--- config.mk ---
export PLATFORM = sky130hd
export DESIGN_NAME = irq_ctrl_flat
export DESIGN_NICKNAME = d
export VERILOG_FILES = /design/src/rtl/irq_ctrl_if.sv /design/src/rtl/irq_ctrl.sv /design/src/flat_wrapper.sv
export SDC_FILE = /design/constraint.sdc
export NUM_CORES = 1
export LEC_CHECK = 0
export ABC_CLOCK_PERIOD_IN_PS = 1600
export BUFFER_PORTS_ARGS = -buffer_cell sky130_fd_sc_hd__buf_2
export CORE_AREA = 2 2 94 96
export CTS_BUF_LIST = sky130_fd_sc_hd__clkbuf_16
export DETAILED_ROUTE_END_ITERATION = 16
export DIE_AREA = 0 0 96 98
export PLACE_DENSITY = 0.62
export SLEW_MARGIN = 20
export SYNTH_ARGS = -nofsm -noshare
export SYNTH_HDL_FRONTEND = slang
export SYNTH_SLANG_ARGS = --single-unit
--- constraint.sdc ---
create_clock -name clk -period 1.6 [get_ports clk]
set_input_delay 0.32 -clock clk [delete_from_list [all_inputs] [get_ports clk]]
set_output_delay 0.32 -clock clk [all_outputs]
set_load 0.01 [all_outputs]
--- src/rtl/irq_ctrl_if.sv ---
// CPU-facing bus of the interrupt controller: config register port plus the
// request/ack/eoi handshake and the vector written into sR1.
interface irq_ctrl_if #(
  parameter int IDW = 3,
  parameter int DW  = 16
);
  logic           cfg_we;
  logic [1:0]     cfg_addr;
  logic [DW-1:0]  cfg_wdata;
  logic [DW-1:0]  cfg_rdata;
  logic           intr;
  logic [IDW-1:0] irq_nr;
  logic [DW-1:0]  sr1_wr;
  logic           ack;
  logic           eoi;

  modport master (
    output cfg_we, cfg_addr, cfg_wdata, ack, eoi,
    input  cfg_rdata, intr, irq_nr, sr1_wr
  );

  modport slave (
    input  cfg_we, cfg_addr, cfg_wdata, ack, eoi,
    output cfg_rdata, intr, irq_nr, sr1_wr
  );
endinterface

--- src/rtl/irq_ctrl.sv ---
// N-channel prioritised interrupt controller: per-channel synchroniser, mode,
// enable and pending latch, feeding a single request with ack/eoi handshake.
module irq_lane (
  input  logic clk,
  input  logic reset,
  input  logic irq_raw,
  input  logic we_en,
  input  logic we_mode,
  input  logic we_pend,
  input  logic wbit,
  input  logic ack_clr,
  output logic en,
  output logic mode,
  output logic pend
);
  logic sync1, sync2, prev;

  always_ff @(posedge clk or posedge reset) begin
    if (reset) begin
      sync1 <= 1'b0;
      sync2 <= 1'b0;
      prev  <= 1'b0;
      en    <= 1'b0;
      mode  <= 1'b0;
      pend  <= 1'b0;
    end else begin
      sync1 <= irq_raw;
      sync2 <= sync1;
      prev  <= sync2;
      if (we_en)   en   <= wbit;
      if (we_mode) mode <= wbit;
      // edge set is OR'd last so it beats a coincident W1C or ack clear
      if (!mode) pend <= sync2;
      else       pend <= (sync2 & ~prev) | (pend & ~((we_pend & wbit) | ack_clr));
    end
  end
endmodule

module irq_ctrl #(
  parameter int NIRQ = 8,
  parameter int IDW  = 3,
  parameter int DW   = 16
) (
  input  logic            clk,
  input  logic            reset,
  input  logic [NIRQ-1:0] irq_in,
  irq_ctrl_if.slave       bus
);
  typedef enum logic [1:0] {IDLE, REQ, SERVICE} state_t;

  state_t          state, state_nx;
  logic [IDW-1:0]  nr_q, nr_nx, sel_nr;
  logic [NIRQ-1:0] en, mode, pend, elig, ack_clr;
  logic            cur_elig, take;
  logic            we_en, we_mode, we_pend;
  logic [DW-1:0]   status;
  logic            unused_wdata;

  assign we_en   = bus.cfg_we && (bus.cfg_addr == 2'd0);
  assign we_mode = bus.cfg_we && (bus.cfg_addr == 2'd1);
  assign we_pend = bus.cfg_we && (bus.cfg_addr == 2'd2);
  assign unused_wdata = ^bus.cfg_wdata;

  for (genvar i = 0; i < NIRQ; i++) begin : g_lane
    assign ack_clr[i] = take && (nr_q == IDW'(i));
    irq_lane u_lane (
      .clk     (clk),
      .reset   (reset),
      .irq_raw (irq_in[i]),
      .we_en   (we_en),
      .we_mode (we_mode),
      .we_pend (we_pend),
      .wbit    (bus.cfg_wdata[i]),
      .ack_clr (ack_clr[i]),
      .en      (en[i]),
      .mode    (mode[i]),
      .pend    (pend[i])
    );
  end

  assign elig     = pend & en;
  assign cur_elig = |(elig & (NIRQ'(1) << nr_q));

  // descending scan so the lowest eligible index is the last one written
  always_comb begin
    sel_nr = '0;
    for (int i = NIRQ - 1; i >= 0; i--)
      if (elig[i]) sel_nr = IDW'(i);
  end

  always_ff @(posedge clk or posedge reset) begin
    if (reset) begin
      state <= IDLE;
      nr_q  <= '0;
    end else begin
      state <= state_nx;
      nr_q  <= nr_nx;
    end
  end

  always_comb begin
    state_nx = state;
    nr_nx    = nr_q;
    take     = 1'b0;
    case (state)
      IDLE:
        if (|elig) begin
          state_nx = REQ;
          nr_nx    = sel_nr;
        end
      REQ:
        if (bus.ack) begin
          state_nx = SERVICE;
          take     = 1'b1;
        end else if (!cur_elig) begin
          state_nx = IDLE;
        end
      SERVICE:
        if (bus.eoi) state_nx = IDLE;
      default: state_nx = IDLE;
    endcase
  end

  assign bus.intr   = (state == REQ);
  assign bus.irq_nr = nr_q;
  assign bus.sr1_wr = bus.intr ? DW'(nr_q) : '0;

  always_comb begin
    status          = '0;
    status[0]       = (state == REQ);
    status[1]       = (state == SERVICE);
    status[2 +: IDW] = nr_q;
  end

  always_comb begin
    case (bus.cfg_addr)
      2'd0:    bus.cfg_rdata = DW'(en);
      2'd1:    bus.cfg_rdata = DW'(mode);
      2'd2:    bus.cfg_rdata = DW'(pend);
      default: bus.cfg_rdata = status;
    endcase
  end
endmodule

--- src/flat_wrapper.sv ---
// flat-port wrapper written by rule: the top's interface ports become plain ports
module irq_ctrl_flat 
#(
  parameter int NIRQ = 8,
  parameter int IDW  = 3,
  parameter int DW   = 16
)
  (clk, reset, irq_in, bus_cfg_we, bus_cfg_addr, bus_cfg_wdata, bus_ack, bus_eoi, bus_cfg_rdata, bus_intr, bus_irq_nr, bus_sr1_wr);
  irq_ctrl_if #(.IDW(IDW), .DW(DW)) bus_i ();
  input  logic clk;
  input  logic reset;
  input  logic [NIRQ-1:0] irq_in;
  input wire logic [$bits(bus_i.cfg_we)-1:0] bus_cfg_we;
  input wire logic [$bits(bus_i.cfg_addr)-1:0] bus_cfg_addr;
  input wire logic [$bits(bus_i.cfg_wdata)-1:0] bus_cfg_wdata;
  input wire logic [$bits(bus_i.ack)-1:0] bus_ack;
  input wire logic [$bits(bus_i.eoi)-1:0] bus_eoi;
  output wire logic [$bits(bus_i.cfg_rdata)-1:0] bus_cfg_rdata;
  output wire logic [$bits(bus_i.intr)-1:0] bus_intr;
  output wire logic [$bits(bus_i.irq_nr)-1:0] bus_irq_nr;
  output wire logic [$bits(bus_i.sr1_wr)-1:0] bus_sr1_wr;
  assign bus_i.cfg_we = bus_cfg_we;
  assign bus_i.cfg_addr = bus_cfg_addr;
  assign bus_i.cfg_wdata = bus_cfg_wdata;
  assign bus_i.ack = bus_ack;
  assign bus_i.eoi = bus_eoi;
  assign bus_cfg_rdata = bus_i.cfg_rdata;
  assign bus_intr = bus_i.intr;
  assign bus_irq_nr = bus_i.irq_nr;
  assign bus_sr1_wr = bus_i.sr1_wr;
  irq_ctrl #(.NIRQ(NIRQ), .IDW(IDW), .DW(DW)) u_core (.clk(clk), .reset(reset), .irq_in(irq_in), .bus(bus_i));
endmodule
==> results.rst, run 1 <==
.. list-table::
   :header-rows: 1

   * - Metric
     - Value
   * - TritonCTS buffer count
     - 5
   * - Clock skew
     - approximately 0.0035 ns
   * - Die extent in x
     - 96 um
   * - Startpoint-to-endpoint class of the critical path
     - register to output port
   * - HP Class
     - input pin to asynchronous set/reset pin
   * - Count of final hold-check violations
     - 0
   * - Worst Path Arrival
     - 1.47 ns
   * - Seq pwr share
     - slightly below 40%
   * - Area Growth Syn to Fin
     - 26.4%
   * - Internal Power
     - 2.99 mW
   * - Required time of the worst setup path
     - between 1 and 1.5 ns
   * - Crit path launch type
     - register
   * - Final net count
     - approximately 300
   * - RSZ-0062 raised after global routing
     - true
   * - Clk sink count
     - between 50 and 60
   * - Count of final max-slew check failures
     - 0
   * - Quantity of I/O buffers inserted on ports
     - 37
   * - Synth warn
     - 0
   * - Per-cell routed wire length
     - ~15 um
   * - Number of antenna violations at the first check in global routing
     - 0
   * - Final setup viols
     - 8
   * - PD cells
     - 1450 nW/um2
   * - Clock share of power
     - about 22%
   * - Minimum clock period after layout
     - between 1.5 and 2 ns
   * - Final ANT Viol Nets
     - 0
   * - Share of final-layout standard cells stronger than drive strength 1
     - between 30% and 40%
   * - Final standard cell count with taps included and fillers excluded
     - 372
   * - Post-cts hold buffer count
     - 0
   * - CTS H-tree lvls
     - 2
   * - Biggest fanout along the worst timing path
     - 2
   * - Remaining DRCs
     - 0
   * - Wire length of the first global-routing pass
     - between 8000 and 9000 um
   * - Clock insertion delay at the later pin of the skew report
     - a little under 0.3 ns
   * - Peak clock frequency supported by timing
     - ~0.56 GHz
   * - Post-detailed-route via-to-cell ratio
     - 4.69
   * - Iteration count of the initial detailed-routing pass
     - 4
   * - Count of pins on the block boundary
     - 67
   * - Average cell area after synthesis
     - roughly 12 um2
   * - Status
     - finished with violations
   * - Register area share after synthesis
     - between 50% and 60%
   * - Max capacitance violation total
     - 0
   * - Final weighted congestion of routability-driven global placement
     - approximately 0.94
   * - Number of global-route vias before repair
     - ~1700
   * - Kind of capture point of the worst setup path
     - output port
   * - WHS
     - 0.0916 ns
   * - Distinct cell type count after synthesis
     - 38
   * - Number of antenna cells inserted
     - 0
   * - TritonCTS clock tree
     - yes
   * - Register clock-pin slew on the reported worst setup and hold paths
     - 0.06 ns
   * - Area of the placeable core
     - around 8500 um2
   * - Most common library cell in the layout ignoring fill and taps
     - dfrtp_1
   * - Total global-route track usage
     - around an eighth
   * - Buffer levels on the longest clock path
     - 2
   * - Yosys reg bits
     - between 50 and 60
   * - Standard-cell row count
     - 34
   * - Routed wire length
     - 5470 um
   * - Fraction of the cycle the final worst path needs
     - 112%
   * - Initial cell density of the core
     - around 29%
   * - Commonest non-fill, non-tap cells in the layout
     - dfrtp_1 (51), buf_2 (31), nand2_1 (29), buf_4 (22), conb_1 (21)
   * - Switching share of total power
     - roughly a third
   * - Final Worst Setup Slack
     - -0.188 ns
   * - Total vias in the final route
     - between 1500 and 2000
   * - Mapped Cells
     - between 150 and 200
   * - Placed Cells
     - between 300 and 400
   * - Die outline area
     - between 9000 and 10000 um2
   * - Net load switching power
     - 1.45 mW
   * - Leakage power summed over all cells
     - around 1.4 nW
   * - Number of DRC markers after the initial detailed-route iteration
     - between 100 and 150
   * - Largest net degree at the start of global routing
     - between 50 and 60
   * - Peak VDD IR
     - roughly 0.45 mV
   * - Area of the mapped netlist
     - approximately 2400 um2
   * - Power share of the combinational group
     - approximately two fifths
   * - Vertical die dimension
     - between 90 and 100 um
   * - Depth of the most critical reg-to-reg path
     - 5
   * - Root Driver
     - clkbuf_16
   * - Violations in the final reports
     - setup timing
   * - HPWL after detailed placement
     - approximately 3900 um
   * - Leftover overflow at the end of global routing
     - 0
final timing paths:
kind	from	endpoint	slack, ns
min	reset	u_core.g_lane[2].u_lane.sync1	0.09
max in group asynchronous	reset	u_core.bus.irq_nr[0]	1.26
max	u_core.state[1]	bus_cfg_rdata[1]	-0.19
max reg2reg	u_core.bus.irq_nr[1]	u_core.state[0]	0.04
min in group clk	irq_in[4]	u_core.g_lane[4].u_lane.sync1	0.14
min reg2reg	u_core.g_lane[6].u_lane.sync1	u_core.g_lane[6].u_lane.sync2	0.35
registers in the layout (all words and copies together), names as in the netlist:
signal	count
u_core.g_lane.u_lane.pend	8
u_core.g_lane.u_lane.en	8
u_core.g_lane.u_lane.mode	8
u_core.bus.irq_nr	3
u_core.state	2
u_core.g_lane.u_lane.sync2	8
u_core.g_lane.u_lane.sync1	8
u_core.g_lane.u_lane.prev	8
power by group through the flow:
stage | registers, mW | clock network, mW | logic (mW)
floorplan | 1.76 | 0 | 0.847
global placement | 1.78 | 0 | 1.28
detailed placement | 1.79 | 0 | 1.29
finish | 1.75 | 0.993 | 1.70
global route | 1.78 | 1.08 | 1.84
CTS | 1.74 | 1.03 | 1.57
timing repair:
item                                    in CTS  in global routing
pin swaps                                    1                  3
endpoints found under the setup margin       8                 19
resized for setup                           12                 11
buffers inserted                             8                  6
metrics by stage:
step	utilization, %	TNS, ns	setup WS (ns)	area (um2)	total power [mW]
2_1_floorplan	-	0	0.199	2510	2.60
6_report	36.3	-0.600	-0.188	3080	4.45
5_1_grt	36.3	-0.979	-0.231	3080	4.70
3_5_place_dp	32.6	-0.0131	-0.0131	2760	3.09
3_3_place_gp	32.6	-0.0193	-0.0193	2760	3.06
4_1_cts	35.5	-0.598	-0.179	3000	4.34
cell families after synthesis:
kind of cell / count (synthesis) / share of synthesized area, %
flip-flops: 53 / 54.5
AND/OR/NAND/NOR: 52 / 10.6
AO/OA/AOI/OAI: 40 / 13.1
buffers and inverters: 29 / 8.23
multiplexers: 24 / 13.4
other: 1 / 0.154
critical path: stages (launching register included):
cell and delay (ns):
dfrtp_1 0.38, nor2b_1 0.16, mux4_2 0.50, buf_6 0.14
Yosys cell counts:
cell type,number,area [um2]
and2_1,2,12.5
nand2b_1,1,6.26
and2b_2,1,8.76
o21ai_0,9,45.0
o31ai_1,2,15.0
and2_2,2,15.0
a221oi_1,7,61.3
nand3b_1,1,7.51
a21boi_0,1,7.51
and3b_1,1,8.76
nor2_1,6,22.5
conb_1,1,3.75
inv_1,4,15.0
buf_2,1,5.00
a21o_1,6,45.0
nor2b_1,4,25.0
mux2_2,16,180
a31oi_1,1,6.26
buf_6,1,11.3
nand4b_1,1,8.76
mux2i_1,3,30.0
a221o_1,1,10.0
nand2_1,29,109
a222oi_1,1,10.0
a22o_1,6,52.6
o41ai_4,1,27.5
nor3b_4,1,18.8
nand2_2,1,6.26
a32o_1,1,10.0
o31a_1,1,8.76
o311ai_0,1,8.76
nand3_1,2,10.0
buf_4,22,165
dfrtp_1,53,1330
mux4_1,1,26.3
a21oi_1,2,10.0
mux4_2,4,90.1
clkbuf_1,1,3.75
cell type report:
type / instances / area [um2]
fillers: 817 / 5390
repair buffers: 63 / 450
well taps: 108 / 135
clock inverters: 2 / 7.51
flip-flops and latches: 53 / 1330
clock buffers: 5 / 125
multi-input cells: 137 / 1010
inverters: 4 / 18.8
layer usage:
layer / GRT usage (%) / wire length (um) / vias up
li1: - / - / 800
met1: 16.6 / 2410 / 876
met3: 2.93 / 327 / 8
met4: 3.96 / 85 / 0
met5: 0 / 0 / -
met2: 18.5 / 2650 / 60
Note: power is estimated with default switching activity, not from simulation.
==> run 2, diff against run 1 <==
==> constraint.sdc (replaced) <==
create_clock -name clk -period 1.6 [get_ports clk]
set_input_delay 0.32 -clock clk [delete_from_list [all_inputs] [get_ports clk]]
set_output_delay 0.32 -clock clk [all_outputs]
set_load 0.02 [all_outputs]
==> results.rst, run 2 (same netlist as run 1, synthesis figures left out) <==
.. list-table::
   :header-rows: 1

   * - Metric
     - Value
   * - Quantity of I/O buffers inserted on ports
     - 37 (unchanged)
   * - Die outline area
     - 9410 um2 (unchanged)
   * - Area Growth Syn to Fin
     - 30.4%
   * - Delay of the slowest cell on the worst path
     - 0.48 ns (-0.02 ns)
   * - Total global-route track usage
     - 12.5% (+0.49 points)
   * - Total vias in the final route
     - 1734 (-0.57%)
   * - Final weighted congestion of routability-driven global placement
     - 0.896 (-5.0%)
   * - Number of global-route vias before repair
     - 1710 (-0.70%)
   * - Reg2reg setup slack
     - 0.09 ns (+0.05 ns)
   * - Crit path launch type
     - register
   * - HP Class
     - input pin to asynchronous set/reset pin
   * - Leftover overflow at the end of global routing
     - 0 (unchanged)
   * - Depth of the most critical reg-to-reg path
     - 5 (unchanged)
   * - Clk sink count
     - 53 (unchanged)
   * - Minimum clock period after layout
     - 1.78 ns (-0.00941 ns)
   * - Violations in the final reports
     - setup timing
   * - CTS H-tree lvls
     - 2 (unchanged)
   * - Peak clock frequency supported by timing
     - 0.562 GHz (+0.53%)
   * - Max capacitance violation total
     - 0 (unchanged)
   * - Dpl cell area
     - 2780 um2 (+0.72%)
   * - Count of final hold-check violations
     - 0 (unchanged)
   * - Status
     - finished with violations
   * - Post-route setup TNS
     - -0.727 ns (-0.127 ns)
   * - RSZ-0062 raised after global routing
     - true
   * - Clock skew
     - 0.00712 ns (+0.00360 ns)
   * - Clock insertion delay at the later pin of the skew report
     - 0.29 ns (about the same)
   * - Final Worst Setup Slack
     - -0.179 ns (+0.00941 ns)
   * - Power share of the combinational group
     - 40.1% (+1.8 points)
   * - Kind of capture point of the worst setup path
     - output port
   * - Clock share of power
     - 24.3% (+2.0 points)
   * - Wire length of the first global-routing pass
     - 9000 um (+3.5%)
   * - Internal Power
     - 3.24 mW (+8.3%)
   * - Post-cts hold buffer count
     - 0 (unchanged)
   * - Count of pins on the block boundary
     - 67 (unchanged)
   * - Seq pwr share
     - 35.6% (-3.8 points)
   * - TritonCTS buffer count
     - 5 (unchanged)
   * - Root Driver
     - clkbuf_16
   * - Reg-to-Reg Start
     - u_core.bus.irq_nr[1]
   * - Register clock-pin slew on the reported worst setup and hold paths
     - 0.07 ns (about the same)
   * - Area of the placeable core
     - 8470 um2 (unchanged)
   * - Share of final-layout standard cells stronger than drive strength 1
     - 40.8% (+1.4 points)
   * - Final net count
     - 297 (+0.68%)
   * - Final design instance area without fill
     - 3170 um2 (+3.2%)
   * - Family with the most delay on the worst path
     - multiplexers
   * - HPWL after detailed placement
     - 3970 um (+1.1%)
   * - Remaining DRCs
     - 0 (unchanged)
   * - Initial cell density of the core
     - 28.7% (unchanged)
   * - Die extent in x
     - 96 um (unchanged)
   * - Standard-cell row count
     - 34 (unchanged)
   * - Number of antenna cells inserted
     - 0 (unchanged)
   * - Routed wire length
     - 5500 um (+0.58%)
   * - Startpoint-to-endpoint class of the critical path
     - register to output port
   * - Iteration count of the initial detailed-routing pass
     - 4 (unchanged)
   * - Count of final max-slew check failures
     - 0 (unchanged)
   * - Biggest fanout along the worst timing path
     - 3 (+1)
   * - Final setup viols
     - 8 (unchanged)
   * - Post-place setup slack
     - -0.0557 ns (-0.0426 ns)
   * - Most common library cell in the layout ignoring fill and taps
     - dfrtp_1
   * - Leakage power summed over all cells
     - 1.48 nW (+2.7%)
   * - Standard cell with the maximum stage delay on the critical path
     - mux4_2
   * - TritonCTS clock tree
     - yes
   * - Required time of the worst setup path
     - 1.28 ns (about the same)
   * - Number of antenna violations at the first check in global routing
     - 0 (unchanged)
   * - Net load switching power
     - 1.63 mW (+12%)
   * - Commonest non-fill, non-tap cells in the layout
     - dfrtp_1 (52), nand2_1 (29), buf_2 (27), buf_4 (22), conb_1 (21)
   * - Final ANT Viol Nets
     - 0 (unchanged)
   * - Crit path buf inv count
     - 1 (unchanged)
   * - Fill cell total of the finished layout
     - 814 (-0.37%)
   * - Fraction of the cycle the final worst path needs
     - 111% (-0.59 points)
   * - Post-detailed-route via-to-cell ratio
     - 4.62 (-1.4%)
   * - Switching share of total power
     - 33.5% (+0.78 points)
   * - Per-cell routed wire length
     - 14.7 um (-0.22%)
   * - PD cells
     - 1540 nW/um2 (+6.2%)
   * - Worst r2r dst
     - u_core.state[0]
   * - Critical path cell sequence
     - nor2b_4 -> mux4_2 -> buf_6
   * - Number of DRC markers after the initial detailed-route iteration
     - 149 (+15%)
   * - Overall power after layout
     - 4.87 mW (+9.6%)
   * - Vertical die dimension
     - 98 um (unchanged)
   * - Peak VDD IR
     - 0.538 mV (+18%)
   * - Largest net degree at the start of global routing
     - 37 (-31%)
   * - Buffer levels on the longest clock path
     - 2 (unchanged)
   * - Worst Path Arrival
     - 1.46 ns (about the same)
   * - Critical path depth in cells
     - 3 (unchanged)
[run 2: metal layers]
layer,part of all wire (%),wire length [um],track usage [%],up-vias
li1,-,-,-,808
met2,48,2660,19.6,60
met4,1.2,67,3.63,0
met1,44,2420,17.3,861
met3,6.3,349,2.78,5
met5,0,0,0,-
[run 2: cell type report]
class / instances / area [um2] / area share, %
Clock inverter: 3 / 37.5 / 1.18
Timing Repair Buffer: 65 / 507 / 16.0
Inverter: 4 / 18.8 / 0.591
Sequential cell: 53 / 1330 / 41.8
Tap cell: 108 / 135 / 4.26
Clock buffer: 5 / 125 / 3.94
Multi-Input combinational cell: 137 / 1020 / 32.2
[run 2: repair_timing]
| item | 4_1_cts | 5_1_grt |
|---|---|---|
| setup buffers | 10 | 5 |
| endpoints found under the setup margin | 8 | 15 |
| resized for setup | 17 | 24 |
| pin swaps | 0 | 4 |
[run 2: stage by stage]
step | utilization (%) | hold WS, ns | cells
floorplan | - | 0.331 | 219
global placement | 32.9 | 0.331 | 352
detailed placement | 32.9 | 0.335 | 352
CTS | 36.2 | 0.0400 | 370
global route | 37.5 | 0.0528 | 375
finish | 37.5 | 0.0294 | 375
[run 2: worst max-delay path by stage]
stage,startpoint,end,slack [ns]
after floorplan,u_core.state[0],bus_sr1_wr[1],0.04
after global placement,bus_cfg_addr[1],bus_cfg_rdata[2],-0.07
after detailed placement,bus_cfg_addr[1],bus_cfg_rdata[2],-0.06
after CTS,u_core.state[1],bus_cfg_rdata[1],-0.18
after global routing,u_core.state[0],bus_cfg_rdata[1],-0.22
final,u_core.state[1],bus_cfg_rdata[1],-0.18
[run 2: power groups by stage]
stage | registers, mW | clock network, mW | logic [mW]
final | 1.74 | 1.18 | 1.95
after global routing | 1.76 | 1.28 | 2.12
after floorplan | 1.78 | 0 | 0.947
after global placement | 1.78 | 0 | 1.42
after CTS | 1.73 | 1.23 | 1.72
after detailed placement | 1.79 | 0 | 1.45
[run 2: worst register-to-register path, stage by stage, from the launching register on]
cell and delay, ns:
dfrtp_2 0.43, buf_6 0.14, nor2b_4 0.12, a221o_1 0.29, a222oi_1 0.27, o31ai_1 0.12
